File: src/rtl/pic_rw_cmd_sequencer_if.sv
// pic_rw_cmd_sequencer_if: CPU strobe bus plus command/read-select outputs of the PIC front end
// master drives cs_n/wr_n/rd_n/a0/din and observes the command outputs; slave is the sequencer.
interface pic_rw_cmd_sequencer_if;
  logic       cs_n;
  logic       wr_n;
  logic       rd_n;
  logic       a0;
  logic [7:0] din;
  logic [2:0] cw_flag;
  logic [7:0] cw_data;
  logic       cw_strobe;
  logic [2:0] rd_sel;
  logic       dbus_oe;
  logic       init_done;
  logic       poll_pending;
  modport master (
    output cs_n, wr_n, rd_n, a0, din,
    input  cw_flag, cw_data, cw_strobe, rd_sel, dbus_oe, init_done, poll_pending
  );
  modport slave (
    input  cs_n, wr_n, rd_n, a0, din,
    output cw_flag, cw_data, cw_strobe, rd_sel, dbus_oe, init_done, poll_pending
  );
endinterface

File: src/rtl/pic_rw_cmd_sequencer.sv
// pic_rw_cmd_sequencer: 8259-style bus front end; syncs CPU strobes, sequences ICW1-4, classifies OCW1-3, selects read source
// Ports: clk, reset (sync, active-high), bus (slave modport: cs_n/wr_n/rd_n/a0/din in;
//   cw_flag/cw_data/cw_strobe command strobe out, rd_sel/dbus_oe read path out, init_done, poll_pending).
// Optional macro PIC_POLL_CMD_EN enables the OCW3 poll command (poll_pending, rd_sel=100).
module pic_rw_cmd_sequencer #(
  parameter int SYNC_STAGES = 2
) (
  input logic                        clk,
  input logic                        reset,
  pic_rw_cmd_sequencer_if.slave      bus
);
  typedef enum logic [2:0] {IDLE, WAIT_ICW2, WAIT_ICW3, WAIT_ICW4, READY} state_t;
  // Packed as {cs_n, wr_n, rd_n, a0, din}; inactive level is strobes high, a0/din low.
  localparam logic [11:0] SYNC_RST = 12'hE00;
  logic [11:0] raw, s;
  logic        s_cs_n, s_wr_n, s_rd_n, s_a0;
  logic [7:0]  s_din;
  state_t      state, init_nxt;
  logic        cap_active, cap_a0;
  logic [7:0]  cap_d;
  logic        ris, sngl, ic4;
  logic        wr_low, commit, abort, rd_act;
  logic        icw1_cmd, ocw3_cmd, poll_cmd;
  logic [2:0]  rd_code;
  assign raw = {bus.cs_n, bus.wr_n, bus.rd_n, bus.a0, bus.din};
  generate
    if (SYNC_STAGES == 0) begin : g_nosync
      assign s = raw;
    end else begin : g_sync
      logic [11:0] q [SYNC_STAGES];
      always_ff @(posedge clk) begin
        if (reset) begin
          for (int k = 0; k < SYNC_STAGES; k++) q[k] <= SYNC_RST;
        end else begin
          q[0] <= raw;
          for (int k = 1; k < SYNC_STAGES; k++) q[k] <= q[k-1];
        end
      end
      assign s = q[SYNC_STAGES-1];
    end
  endgenerate
  assign {s_cs_n, s_wr_n, s_rd_n, s_a0, s_din} = s;
  assign wr_low   = ~s_cs_n & ~s_wr_n;
  // A write finishes when wr_n rises; chip select leaving first throws the capture away.
  assign commit   = cap_active & s_wr_n;
  assign abort    = cap_active & s_cs_n & ~s_wr_n;
  // Writes take priority: any write capture in flight blocks the read path.
  assign rd_act   = ~s_cs_n & ~s_rd_n & ~wr_low & ~cap_active;
  assign icw1_cmd = commit & ~cap_a0 & cap_d[4];
  assign ocw3_cmd = commit & (state == READY) & ~cap_a0 & ~cap_d[4] & cap_d[3];
  always_comb begin
    init_nxt = READY;
    if (state == WAIT_ICW2 && !sngl) init_nxt = WAIT_ICW3;
    else if (state != WAIT_ICW4 && ic4) init_nxt = WAIT_ICW4;
  end
`ifdef PIC_POLL_CMD_EN
  logic poll_q, poll_rd;
  assign poll_cmd         = cap_d[2];
  assign bus.poll_pending = poll_q;
  assign rd_code          = s_a0 ? 3'b011 : poll_q ? 3'b100 : ris ? 3'b101 : 3'b001;
  // poll_rd marks a read that is returning the poll word; its end retires the poll.
  always_ff @(posedge clk) begin
    if (reset) begin
      poll_q  <= 1'b0;
      poll_rd <= 1'b0;
    end else begin
      poll_rd <= rd_act & ((~s_a0 & poll_q) | poll_rd);
      if (icw1_cmd) poll_q <= 1'b0;
      else if (ocw3_cmd && poll_cmd) poll_q <= 1'b1;
      else if (poll_rd && !rd_act) poll_q <= 1'b0;
    end
  end
`else
  assign poll_cmd         = 1'b0;
  assign bus.poll_pending = 1'b0;
  assign rd_code          = s_a0 ? 3'b011 : ris ? 3'b101 : 3'b001;
`endif
  always_ff @(posedge clk) begin
    if (reset) begin
      state         <= IDLE;
      cap_active    <= 1'b0;
      cap_a0        <= 1'b0;
      cap_d         <= 8'h00;
      ris           <= 1'b0;
      sngl          <= 1'b0;
      ic4           <= 1'b0;
      bus.cw_flag   <= 3'b111;
      bus.cw_data   <= 8'h00;
      bus.cw_strobe <= 1'b0;
      bus.rd_sel    <= 3'b000;
      bus.dbus_oe   <= 1'b0;
      bus.init_done <= 1'b0;
    end else begin
      bus.cw_strobe <= 1'b0;
      bus.cw_flag   <= 3'b111;
      bus.dbus_oe   <= rd_act;
      bus.rd_sel    <= rd_act ? rd_code : 3'b000;
      if (wr_low) begin
        cap_active <= 1'b1;
        cap_a0     <= s_a0;
        cap_d      <= s_din;
      end else if (commit || abort) begin
        cap_active <= 1'b0;
      end
      if (icw1_cmd) begin
        bus.cw_strobe <= 1'b1;
        bus.cw_flag   <= 3'd0;
        bus.cw_data   <= cap_d;
        sngl          <= cap_d[1];
        ic4           <= cap_d[0];
        ris           <= 1'b0;
        state         <= WAIT_ICW2;
        bus.init_done <= 1'b0;
      end else if (commit && state == READY) begin
        bus.cw_strobe <= 1'b1;
        bus.cw_data   <= cap_d;
        bus.cw_flag   <= cap_a0 ? 3'd4 : cap_d[3] ? 3'd6 : 3'd5;
        if (ocw3_cmd && cap_d[1] && !poll_cmd) ris <= cap_d[0];
      end else if (commit && cap_a0 && state != IDLE) begin
        bus.cw_strobe <= 1'b1;
        bus.cw_data   <= cap_d;
        bus.cw_flag   <= state == WAIT_ICW2 ? 3'd1 : state == WAIT_ICW3 ? 3'd2 : 3'd3;
        state         <= init_nxt;
        bus.init_done <= init_nxt == READY;
      end
    end
  end
endmodule

File: src/flat_wrapper.sv
// flat-port wrapper written by rule: the top's interface ports become plain ports
module pic_rw_cmd_sequencer_flat 
#(
  parameter int SYNC_STAGES = 2
)
  (clk, reset, bus_cs_n, bus_wr_n, bus_rd_n, bus_a0, bus_din, bus_cw_flag, bus_cw_data, bus_cw_strobe, bus_rd_sel, bus_dbus_oe, bus_init_done, bus_poll_pending);
  pic_rw_cmd_sequencer_if bus_i ();
  input logic clk;
  input logic reset;
  input wire logic [$bits(bus_i.cs_n)-1:0] bus_cs_n;
  input wire logic [$bits(bus_i.wr_n)-1:0] bus_wr_n;
  input wire logic [$bits(bus_i.rd_n)-1:0] bus_rd_n;
  input wire logic [$bits(bus_i.a0)-1:0] bus_a0;
  input wire logic [$bits(bus_i.din)-1:0] bus_din;
  output wire logic [$bits(bus_i.cw_flag)-1:0] bus_cw_flag;
  output wire logic [$bits(bus_i.cw_data)-1:0] bus_cw_data;
  output wire logic [$bits(bus_i.cw_strobe)-1:0] bus_cw_strobe;
  output wire logic [$bits(bus_i.rd_sel)-1:0] bus_rd_sel;
  output wire logic [$bits(bus_i.dbus_oe)-1:0] bus_dbus_oe;
  output wire logic [$bits(bus_i.init_done)-1:0] bus_init_done;
  output wire logic [$bits(bus_i.poll_pending)-1:0] bus_poll_pending;
  assign bus_i.cs_n = bus_cs_n;
  assign bus_i.wr_n = bus_wr_n;
  assign bus_i.rd_n = bus_rd_n;
  assign bus_i.a0 = bus_a0;
  assign bus_i.din = bus_din;
  assign bus_cw_flag = bus_i.cw_flag;
  assign bus_cw_data = bus_i.cw_data;
  assign bus_cw_strobe = bus_i.cw_strobe;
  assign bus_rd_sel = bus_i.rd_sel;
  assign bus_dbus_oe = bus_i.dbus_oe;
  assign bus_init_done = bus_i.init_done;
  assign bus_poll_pending = bus_i.poll_pending;
  pic_rw_cmd_sequencer #(.SYNC_STAGES(SYNC_STAGES)) u_core (.clk(clk), .reset(reset), .bus(bus_i));
endmodule
File: config.mk
export PLATFORM = sky130hd
export DESIGN_NAME = pic_rw_cmd_sequencer_flat
export DESIGN_NICKNAME = d
export VERILOG_FILES = /design/src/rtl/pic_rw_cmd_sequencer_if.sv /design/src/rtl/pic_rw_cmd_sequencer.sv /design/src/flat_wrapper.sv
export SDC_FILE = /design/constraint.sdc
export NUM_CORES = 1
export LEC_CHECK = 0
export ABC_CLOCK_PERIOD_IN_PS = 1300
export CAP_MARGIN = 20
export CORE_MARGIN = 2
export CORE_UTILIZATION = 43
export CTS_CLUSTER_SIZE = 20
export DETAILED_ROUTE_END_ITERATION = 10
export DONT_BUFFER_PORTS = 1
export HOLD_SLACK_MARGIN = 0.12
export PLACE_DENSITY = 0.58
export SLEW_MARGIN = 30
export SYNTH_ARGS = -nofsm -noshare
export SYNTH_HDL_FRONTEND = slang
export SYNTH_SLANG_ARGS = --single-unit
export TNS_END_PERCENT = 5
File: constraint.sdc
create_clock -name clk -period 1.3 [get_ports clk]
set_clock_uncertainty 0.05 [all_clocks]
set_input_delay 0.195 -clock clk [delete_from_list [all_inputs] [get_ports clk]]
set_output_delay 0.195 -clock clk [all_outputs]
set_load 0.005 [all_outputs]
==> flow_metrics.env, run 1 <==
export IMPL_status="finished, violations left"
export IMPL_violations="negative setup slack"
export IMPL_place_area_um2=2350
export IMPL_synth_avg_cell_area_um2=9.62
export IMPL_synthesis_area_um2=2170
export IMPL_antenna_found_initial=0
export IMPL_clkTransAtPathRegs_ps=100
export IMPL_grt_pass1_wl_um=7660
export IMPL_synth_top_family_by_area="simple AND/OR/NAND/NOR gates"
export IMPL_seqPwrFrac=0.571
export IMPL_drt_wl_total_um=4850
export IMPL_place_congestion=0.821
export IMPL_chipHeight_um=75.1
export IMPL_syn_to_final_growth_pct=28.5
export IMPL_synthCells=226
export IMPL_fillerInstances=414
export IMPL_switching_share=0.214
export IMPL_drive_above_1_share=0.229
export IMPL_cp_required_ps=1440
export IMPL_synth_edf_count=0
export IMPL_critPathKind="reg2reg"
export IMPL_grt_overflow=0
export IMPL_ir_worst_vdd_mv=0.784
export IMPL_p_switching_w=0.000669
export IMPL_ant_nets=0
export IMPL_grt_pass1_vias=1632
export IMPL_dp_hpwl_um=2810
export IMPL_timing_critical_path_from_type="flip-flop"
export IMPL_cts_root_buffer="clkbuf_8"
export IMPL_yosysWarnings=0
export IMPL_fin_util=0.584
export IMPL_synth_adder_area_share=0
export IMPL_hp_class="in2reg"
export IMPL_synth_xor_area_share=0
export IMPL_clk_latency_ps=310
export IMPL_combPwrFrac=0.053
export IMPL_htreeDepth=2
export IMPL_hold_viol=0
export IMPL_worst_pin_slew_ps=577
export IMPL_p_leak_nw=1.06
export IMPL_grt_max_degree=29
export IMPL_cp_max_fo=8
export IMPL_setup_slack_ps=-125
export IMPL_power_density_nw_per_um2=1120
export IMPL_slew_headroom=0.615
export IMPL_drt_initial_drc_count=67
export IMPL_worst_setup_path_end_kind="flip-flop"
export IMPL_power_clock_fraction=0.376
export IMPL_synth_compound_area_frac=0.123
export IMPL_synth_async_sr_flop_share=0
export IMPL_post_route_period_util=1.10
export IMPL_cts_tree="yes"
export IMPL_p_int_w=0.00246
export IMPL_yosys_area_share_simple=0.296
export IMPL_rows=25
export IMPL_core_um2=4790
export IMPL_dieArea_um2=5640
export IMPL_syn_nets=240
export IMPL_yosysUniqueCellTypes=46
export IMPL_ys_ff_latch=56
export IMPL_fin_nets=279
export IMPL_seq_area_frac_synth=0.516
export IMPL_drtPass1Iterations=4
export IMPL_ios=32
export IMPL_min_period_ps=1430
export IMPL_start_util=0.454
export IMPL_vias=1708
export IMPL_worstPathArrival_ps=1570
export IMPL_finalInstanceArea_um2=2790
export IMPL_grt_use_total=0.180
export IMPL_drv_slew=0
export IMPL_avgViaCountPerCell=5.13
export IMPL_synthMuxAreaShare=0.0138
export IMPL_finalPower_w=0.00313
export IMPL_cts_buffers=5
export IMPL_setup_viol_count_final=16
export IMPL_diodes=0
export IMPL_drc=0
export IMPL_rsz0062_at_grt="true"
export IMPL_ys_dominant_reg_cell="dfxtp_1"
export IMPL_clk_path_buf_depth=2
export IMPL_cts_sinks=56
export IMPL_die_width_um=75.1
export IMPL_detail_route_wl_per_cell_um=14.5
export IMPL_cap_violations=0
export IMPL_max_freq_mhz=702
export IMPL_holdWs_ps=157
export IMPL_port_buffers=0
## metal layers
metal	GRT usage	routed length (um)
met5	0	0
met4	0.0615	76
met3	0.0469	265
met2	0.310	2440
met1	0.217	2060
## per-stage QoR
| step | instances | setup TNS [ps] | setup slack (ps) |
|---|---|---|---|
| after detailed placement | 300 | -1330 | -169 |
| after global placement | 300 | -884 | -98.2 |
| after CTS | 331 | -840 | -108 |
| final | 333 | -1090 | -125 |
| after floorplan | 226 | -259 | -42.8 |
| after global routing | 333 | -2230 | -171 |
## power by group through the flow
stage           logic, W  clock network [W]  registers [W]
2_1_floorplan  0.0000903                  0        0.00183
3_3_place_gp   0.0000769                  0        0.00183
3_5_place_dp   0.0000806                  0        0.00183
4_1_cts         0.000155            0.00121        0.00179
5_1_grt         0.000181            0.00128        0.00179
6_report        0.000165            0.00118        0.00179
## state kept, by name, indices dropped and copies added, names as in the netlist
register and count:
u_core.ic4 1, u_core.bus.rd_sel 3, u_core.cap_d 8, u_core.ris 1
u_core.cap_a0 1, u_core.bus.cw_flag 3, u_core.bus.cw_strobe 1, u_core.sngl 1
u_core.bus.dbus_oe 1, u_core.bus.cw_data 8, u_core.cap_active 1, u_core.g_sync.q 24
u_core.state 2, u_core.bus.init_done 1
## path summary, 6_finish.rpt
path / end / depth (start not counted) / startpoint / slack, ps
max: u_core.bus.cw_data[6] / 4 / u_core.state[1] / -130
min reg2reg: u_core.g_sync.q[0][22] / 1 / u_core.g_sync.q[0][10] / 380
min: u_core.ris / 3 / reset / 160
max reg2reg: u_core.bus.cw_data[6] / 4 / u_core.state[1] / -130
## worst max-delay path, stage by stage, from the launching register on
cell	delay, ps
dfxtp_4	380
buf_4	140
o21ai_4	250
a21oi_1	110
or3_1	390
## cell usage after synthesis, types with 2 or more instances
library cell | number | area (um^2)
nand3b_1 | 3 | 22.5
nor4_1 | 9 | 56.3
nor2_1 | 5 | 18.8
buf_4 | 4 | 30.0
o21ai_0 | 3 | 15.0
or2_2 | 7 | 43.8
mux2i_1 | 3 | 30.0
o22ai_1 | 7 | 43.8
nand2b_1 | 12 | 75.1
dfxtp_1 | 56 | 1120
a21oi_1 | 18 | 90.1
nand4b_1 | 8 | 70.1
or3_1 | 7 | 43.8
clkbuf_1 | 5 | 18.8
nor3_1 | 2 | 10.0
buf_2 | 7 | 35.0
nor2b_1 | 22 | 138
nand2_1 | 19 | 71.3
and2_1 | 2 | 12.5
## repair_timing
item,in CTS,in global routing
cloned,1,0
setup buffers,1,0
hold buffers,21,2
pin swaps,5,1
endpoints found under the setup margin,15,28
endpoints found under the hold margin,49,8
resized for setup,9,11
## area by class of cell
class                           instances  area [um^2]  share of cell area
Clock inverter                          3         50.0              0.0179
Clock buffer                            5         68.8              0.0246
Tap cell                               67         83.8              0.0300
Timing Repair Buffer                   50          464               0.166
Inverter                                2         7.51             0.00269
Multi-Input combinational cell        150          985               0.353
Sequential cell                        56         1130               0.406
## placed cells by master (no fill, tap or decap), drive strengths merged, types with 2 or more instances in the layout
master       count
a21oi           18
a221oi           2
and2             2
buf             28
clkbuf           5
dfxtp           56
dlygate4sd3     21
inv              4
mux2i            3
nand2           19
nand2b          12
nand3b           3
nand4b           8
nor2             5
nor2b           22
nor3             2
nor3b            2
nor4             9
o21ai            5
o22ai            7
or2              7
or3              7
## cell families after synthesis
group | count (synthesis)
AO/OA/AOI/OAI | 41
buffers and inverters | 20
flip-flops | 56
multiplexers | 3
other | 1
AND/OR/NAND/NOR | 105
Note: power is estimated with default switching activity, not from simulation.
==> run 2: changes to the inputs <==
Settings changed: ABC_AREA set to 1.
==> run 2 against run 1 <==
  * The run now ends clean
  * Clock-buffer cell count grew 1
  * Cell count shrank 3.9%
  * Sequential share of layout area grew 8.5 points
  * Non-clock buffer count shrank 29
  * Clock power shrank 26%
  * Global-route usage shrank 3.7 points
  * Die area shrank 7.9%
  * Total power shrank 12%
  * Combinational power shrank 36%
  * Critical path type unchanged
  * Largest cell class unchanged
==> flow_metrics.env, run 2 <==
export IMPL_critPathKind="reg2reg"
export IMPL_yosysUniqueCellTypes=24
export IMPL_ir_worst_vdd_mv=0.599
export IMPL_min_period_ps=1200
export IMPL_drv_slew=0
export IMPL_ant_nets=0
export IMPL_drive_above_1_share=0.127
export IMPL_combPwrFrac=0.038
export IMPL_hold_viol=0
export IMPL_place_congestion=0.740
export IMPL_reg2reg_from="u_core.state[0]"
export IMPL_clk_path_buf_depth=2
export IMPL_fin_nets=282
export IMPL_drtPass1Iterations=4
export IMPL_synth_area_leader_cell="dfxtp_1"
export IMPL_drt_wl_total_um=3250
export IMPL_ys_ff_latch=56
export IMPL_seqPwrFrac=0.644
export IMPL_ios=32
export IMPL_place_ws_ps=4.40
export IMPL_finalPower_w=0.00274
export IMPL_worstHoldPathCells=2
export IMPL_top_regs="u_core.g_sync.q: 24 flops, u_core.bus.cw_data: 8 flops, u_core.cap_d: 8 flops"
export IMPL_seq_area_frac_synth=0.562
export IMPL_timing_critical_path_from_type="flip-flop"
export IMPL_ys_dominant_reg_cell="dfxtp_1"
export IMPL_cts_buffers=5
export IMPL_avgViaCountPerCell=4.45
export IMPL_grt_pass1_wl_um=5780
export IMPL_syn_nets=263
export IMPL_synth_async_sr_flop_share=0
export IMPL_cts_tree="yes"
export IMPL_synth_edf_count=0
export IMPL_setup_slack_ps=99.4
export IMPL_post_cts_buffers=0
export IMPL_start_util=0.452
export IMPL_synthesis_area_um2=1990
export IMPL_min_to="u_core.bus.cw_flag[2]"
export IMPL_synth_adder_area_share=0
export IMPL_rows=24
export IMPL_power_density_nw_per_um2=1200
export IMPL_fin_util=0.519
export IMPL_chipHeight_um=72.1
export IMPL_diodes=0
export IMPL_yosysTopAreaCellShare=0.562
export IMPL_p_int_w=0.00217
export IMPL_drc=0
export IMPL_final_cells=320
export IMPL_grt_pass1_vias=1339
export IMPL_drt_initial_drc_count=69
export IMPL_place_inst=300
export IMPL_status="finished, final reports clean"
export IMPL_holdWs_ps=209
export IMPL_cp_required_ps=1490
export IMPL_synth_compound_area_frac=0.0778
export IMPL_clkTransAtPathRegs_ps=90
export IMPL_grt_overflow=0
export IMPL_r2r_setup_slack_ps=100
export IMPL_grt_max_degree=25
export IMPL_synth_top_family_by_area="simple AND/OR/NAND/NOR gates"
export IMPL_grt_use_total=0.143
export IMPL_cap_violations=0
export IMPL_antenna_found_initial=0
export IMPL_final_common_cell="dfxtp_1"
export IMPL_worst_setup_path_end_kind="flip-flop"
export IMPL_cts_sinks=56
export IMPL_dp_hpwl_um=2150
export IMPL_port_buffers=0
export IMPL_regMostFlops="u_core.g_sync.q"
export IMPL_power_clock_fraction=0.318
export IMPL_post_route_period_util=0.924
export IMPL_detail_route_wl_per_cell_um=10.2
export IMPL_clk_latency_ps=300
export IMPL_htreeDepth=2
export IMPL_hp_class="in2reg"
export IMPL_rsz0062_at_grt="true"
export IMPL_syn_to_final_growth_pct=14.9
export IMPL_p_leak_nw=1.11
export IMPL_r2r_cells=7
export IMPL_synthTopCellsByCount="56 x dfxtp_1, 53 x inv_1, 35 x nor2_1, 31 x nand2_1, 17 x o21ai_0"
export IMPL_yosysWarnings=0
export IMPL_vias=1423
export IMPL_synth_xor_area_share=0
export IMPL_worstHoldStart="reset"
export IMPL_dieArea_um2=5200
export IMPL_cp_max_fo=9
export IMPL_largest_reg_flops=24
export IMPL_p_switching_w=0.000568
export IMPL_setup_viol_count_final=0
export IMPL_r2r_end="u_core.bus.cw_data[7]"
export IMPL_synthMuxAreaShare=0
export IMPL_core_um2=4410
export IMPL_die_width_um=72.1
export IMPL_worst_pin_slew_ps=744
export IMPL_cts_root_buffer="clkbuf_8"
export IMPL_max_freq_mhz=833
export IMPL_synth_most_common_cell="dfxtp_1"
export IMPL_slew_headroom=0.504
export IMPL_synthCells=249
export IMPL_synth_area_top_cells="dfxtp_1 56%, inv_1 10%, nor2_1 6.6%, nand2_1 5.8%, o21ai_0 4.3%"
export IMPL_final_cell_mix="54 x dfxtp_1, 52 x inv_1, 35 x nor2_1, 31 x nand2_1, 17 x o21ai_0"
export IMPL_worstPathArrival_ps=1390
export IMPL_synth_avg_cell_area_um2=8.00
export IMPL_switching_share=0.207
export IMPL_yosys_area_share_simple=0.228
run 2: logic make-up after synthesis:
kind of cell | Yosys count
buffers and inverters | 64
other | 1
flip-flops | 56
AND/OR/NAND/NOR | 97
AO/OA/AOI/OAI | 31
run 2: timing repair:
action / 4_1_cts / 5_1_grt
hold buffers: 13 / 0
hold endpoints to repair: 26 / 0
endpoints found under the setup margin: 4 / 34
gates resized for setup: 1 / 5
run 2: area by class of cell:
class,instances,area (um^2)
clock inverters,1,5.00
well taps,52,65.1
flip-flops and latches,56,1120
fillers,408,2120
multi-input cells,129,624
clock buffers,6,72.6
repair buffers,21,193
inverters,55,208
run 2: critical path: stages, from the launching register on:
cell	delay, ps
dfxtp_1	360
nor2_4	150
nand2_1	100
nand2_4	130
nand3_4	130
nand2_1	90
inv_1	40
nor2_1	100
run 2: routing by layer:
metal  global-route usage  wire, um
met2                0.233      1540
met4               0.0503        36
met1                0.180      1540
met3               0.0417       139
met5                    0         0
run 2: power groups by stage:
stage,clock network [W],logic [W],registers [W]
global placement,0,0.0000634,0.00180
detailed placement,0,0.0000640,0.00180
finish,0.000872,0.000105,0.00176
floorplan,0,0.0000627,0.00180
CTS,0.000895,0.000103,0.00176
global route,0.000973,0.000121,0.00177
run 2: how the worst max path moves through the flow:
| stage | start | endpoint | slack, ps | cells past startpoint |
|---|---|---|---|---|
| floorplan | u_core.bus.init_done | u_core.ris | 160 | 8 |
| global placement | u_core.cap_active | u_core.bus.cw_data[3] | 50 | 7 |
| detailed placement | u_core.g_sync.q[0][22] | u_core.bus.cw_data[7] | 4 | 7 |
| CTS | reset | u_core.g_sync.q[0][22] | 0.5 | 2 |
| global route | u_core.bus.init_done | u_core.bus.cw_data[7] | -20 | 7 |
| finish | u_core.state[0] | u_core.bus.cw_data[7] | 100 | 7 |
run 2: stage by stage:
step,setup TNS [ps],instance area (um^2)
3_3_place_gp,0,2070
4_1_cts,0,2280
2_1_floorplan,0,1990
6_report,0,2290
5_1_grt,-109,2290
3_5_place_dp,0,2070
==> run 3: changes to the inputs <==
--- a/config.mk
+++ b/config.mk
@@ -14,5 +14,4 @@
 export DETAILED_ROUTE_END_ITERATION = 10
 export DONT_BUFFER_PORTS = 1
-export HOLD_SLACK_MARGIN = 0.12
 export PLACE_DENSITY = 0.58
 export SLEW_MARGIN = 30
==> constraint.sdc (replaced) <==
create_clock -name clk -period 1.3 [get_ports clk]
set_clock_uncertainty 0.05 [all_clocks]
set_input_delay 0.26 -clock clk [delete_from_list [all_inputs] [get_ports clk]]
set_output_delay 0.26 -clock clk [all_outputs]
set_load 0.005 [all_outputs]
==> run 3 against run 2 <==
  * Total power grew 3.3%
  * Sequential share of layout area shrank 0.95 points
  * First-iteration DRC count increased by 39%
  * Critical endpoint is now u_core.bus.cw_data[1]
==> flow_metrics.env, run 3 (synthesis gave the netlist of run 2 again) <==
export IMPL_drc=0
export IMPL_seqPwrFrac=0.623
export IMPL_ir_worst_vdd_mv=0.791
export IMPL_setup_viol_count_final=0
export IMPL_largest_reg_flops=24
export IMPL_cts_buffers=5
export IMPL_crit_top_cell="nand2_2"
export IMPL_max_freq_mhz=836
export IMPL_worst_pin_slew_ps=667
export IMPL_antenna_found_initial=0
export IMPL_detail_route_wl_per_cell_um=9.96
export IMPL_cp_required_ps=1460
export IMPL_start_util=0.452
export IMPL_timing_critical_path_from="u_core.g_sync.q[0][22]"
export IMPL_final_common_cell="dfxtp_1"
export IMPL_place_ws_ps=12.5
export IMPL_p_switching_w=0.000595
export IMPL_grt_max_degree=21
export IMPL_drv_slew=0
export IMPL_r2r_setup_slack_ps=100
export IMPL_dp_hpwl_um=2220
export IMPL_vias=1428
export IMPL_switching_share=0.210
export IMPL_drive_above_1_share=0.140
export IMPL_dieArea_um2=5200
export IMPL_critPathCapture="u_core.bus.cw_data[1]"
export IMPL_met1_length_um=1590
export IMPL_clk_latency_ps=300
export IMPL_hp_class="in2reg"
export IMPL_ant_nets=0
export IMPL_core_um2=4410
export IMPL_power_clock_fraction=0.339
export IMPL_post_route_period_util=0.920
export IMPL_met2_length_um=1440
export IMPL_regMostFlops="u_core.g_sync.q"
export IMPL_drtPass1Iterations=4
export IMPL_cts_tree="yes"
export IMPL_top_regs="u_core.g_sync.q: 24 flops, u_core.bus.cw_data: 8 flops, u_core.cap_d: 8 flops"
export IMPL_grt_overflow=0
export IMPL_clk_path_buf_depth=2
export IMPL_status="finished, final reports clean"
export IMPL_cp_cell_sequence="nand2_2 -> nor2_2 -> nand2_2 -> nand3_4 -> nand2_1 -> inv_1 -> nor2_1"
export IMPL_cts_root_buffer="clkbuf_8"
export IMPL_power_density_nw_per_um2=1210
export IMPL_timing_critical_path_from_type="flip-flop"
export IMPL_cts_sinks=56
export IMPL_slew_headroom=0.556
export IMPL_reg2reg_from="u_core.g_sync.q[0][22]"
export IMPL_die_width_um=72.1
export IMPL_diodes=0
export IMPL_combPwrFrac=0.038
export IMPL_syn_to_final_growth_pct=17.2
export IMPL_crit_slowest_cell="dfxtp_2"
export IMPL_ios=32
export IMPL_r2r_cells=7
export IMPL_final_cell_mix="54 x dfxtp_1, 53 x inv_1, 35 x nor2_1, 31 x nand2_1, 17 x o21ai_0"
export IMPL_slowest_delay_ps=390
export IMPL_clkTransAtPathRegs_ps=100
export IMPL_grt_use_total=0.141
export IMPL_fin_nets=285
export IMPL_port_buffers=0
export IMPL_critPathKind="reg2reg"
export IMPL_chipHeight_um=72.1
export IMPL_place_inst=301
export IMPL_r2r_end="u_core.bus.cw_data[1]"
export IMPL_grt_pass1_vias=1326
export IMPL_drt_initial_drc_count=96
export IMPL_avgViaCountPerCell=4.41
export IMPL_rows=24
export IMPL_rsz0062_at_grt="true"
export IMPL_grt_pass1_wl_um=5690
export IMPL_cap_violations=0
export IMPL_place_congestion=0.736
export IMPL_htreeDepth=2
export IMPL_min_period_ps=1200
export IMPL_dr_wl_met3_um=137
export IMPL_worstPathArrival_ps=1360
export IMPL_drt_wl_total_um=3230
export IMPL_hold_viol=0
export IMPL_final_cells=324
export IMPL_top_layer="met4"
export IMPL_p_int_w=0.00224
export IMPL_worst_setup_path_end_kind="flip-flop"
export IMPL_p_leak_nw=1.14
export IMPL_setup_slack_ps=104
export IMPL_worstHoldStart="bus_din[1]"
export IMPL_cp_max_fo=11
[run 3: worst min path at each step]
stage / end / cells past startpoint
floorplan: u_core.g_sync.q[0][10] / 1
global placement: u_core.g_sync.q[0][0] / 1
detailed placement: u_core.g_sync.q[0][8] / 1
CTS: u_core.g_sync.q[0][1] / 2
global route: u_core.g_sync.q[0][21] / 1
finish: u_core.g_sync.q[0][1] / 2
[run 3: layer usage]
layer,global-route usage,up-vias
met1,0.178,605
li1,-,786
met5,0,-
met4,0.0566,0
met2,0.224,31
met3,0.0458,6
[run 3: cell type report]
type	instances	area [um^2]
Multi-Input combinational cell	129	629
Inverter	55	208
Tap cell	52	65.1
Fill cell	411	2080
Clock buffer	6	82.6
Timing Repair Buffer	24	218
Sequential cell	56	1120
Clock inverter	2	10.0
[run 3: through the flow]
step           setup TNS (ps)  total power, W  instance area (um^2)  hold slack, ps  utilization
2_1_floorplan               0         0.00186                  1990             314            -
3_3_place_gp                0         0.00187                  2080             283        0.470
3_5_place_dp                0         0.00187                  2080             285        0.470
4_1_cts                     0         0.00286                  2290            2.19        0.518
5_1_grt                  -187         0.00297                  2340            1.35        0.529
6_report                    0         0.00283                  2340            15.4        0.529
[run 3: worst max-delay path: cells and delay by family (launching register included)]
| family | cells | cell delay (ps) |
|---|---|---|
| flip-flops | 1 | 390 |
| buffers and inverters | 1 | 60 |
| AND/OR/NAND/NOR | 6 | 610 |
[run 3: timing repair]
action                                  4_1_cts  5_1_grt
hold endpoints to repair                     23        2
resized for setup                             0        6
endpoints found under the setup margin        0       21
hold buffers                                 12        2
buffers inserted                              0        1
[run 3: power groups by stage]
stage               clock network [W]   logic, W  registers [W]
CTS                          0.000996   0.000103        0.00176
finish                       0.000959   0.000108        0.00176
global placement                    0  0.0000658        0.00180
global route                  0.00108   0.000125        0.00177
detailed placement                  0  0.0000667        0.00180
floorplan                           0  0.0000627        0.00180
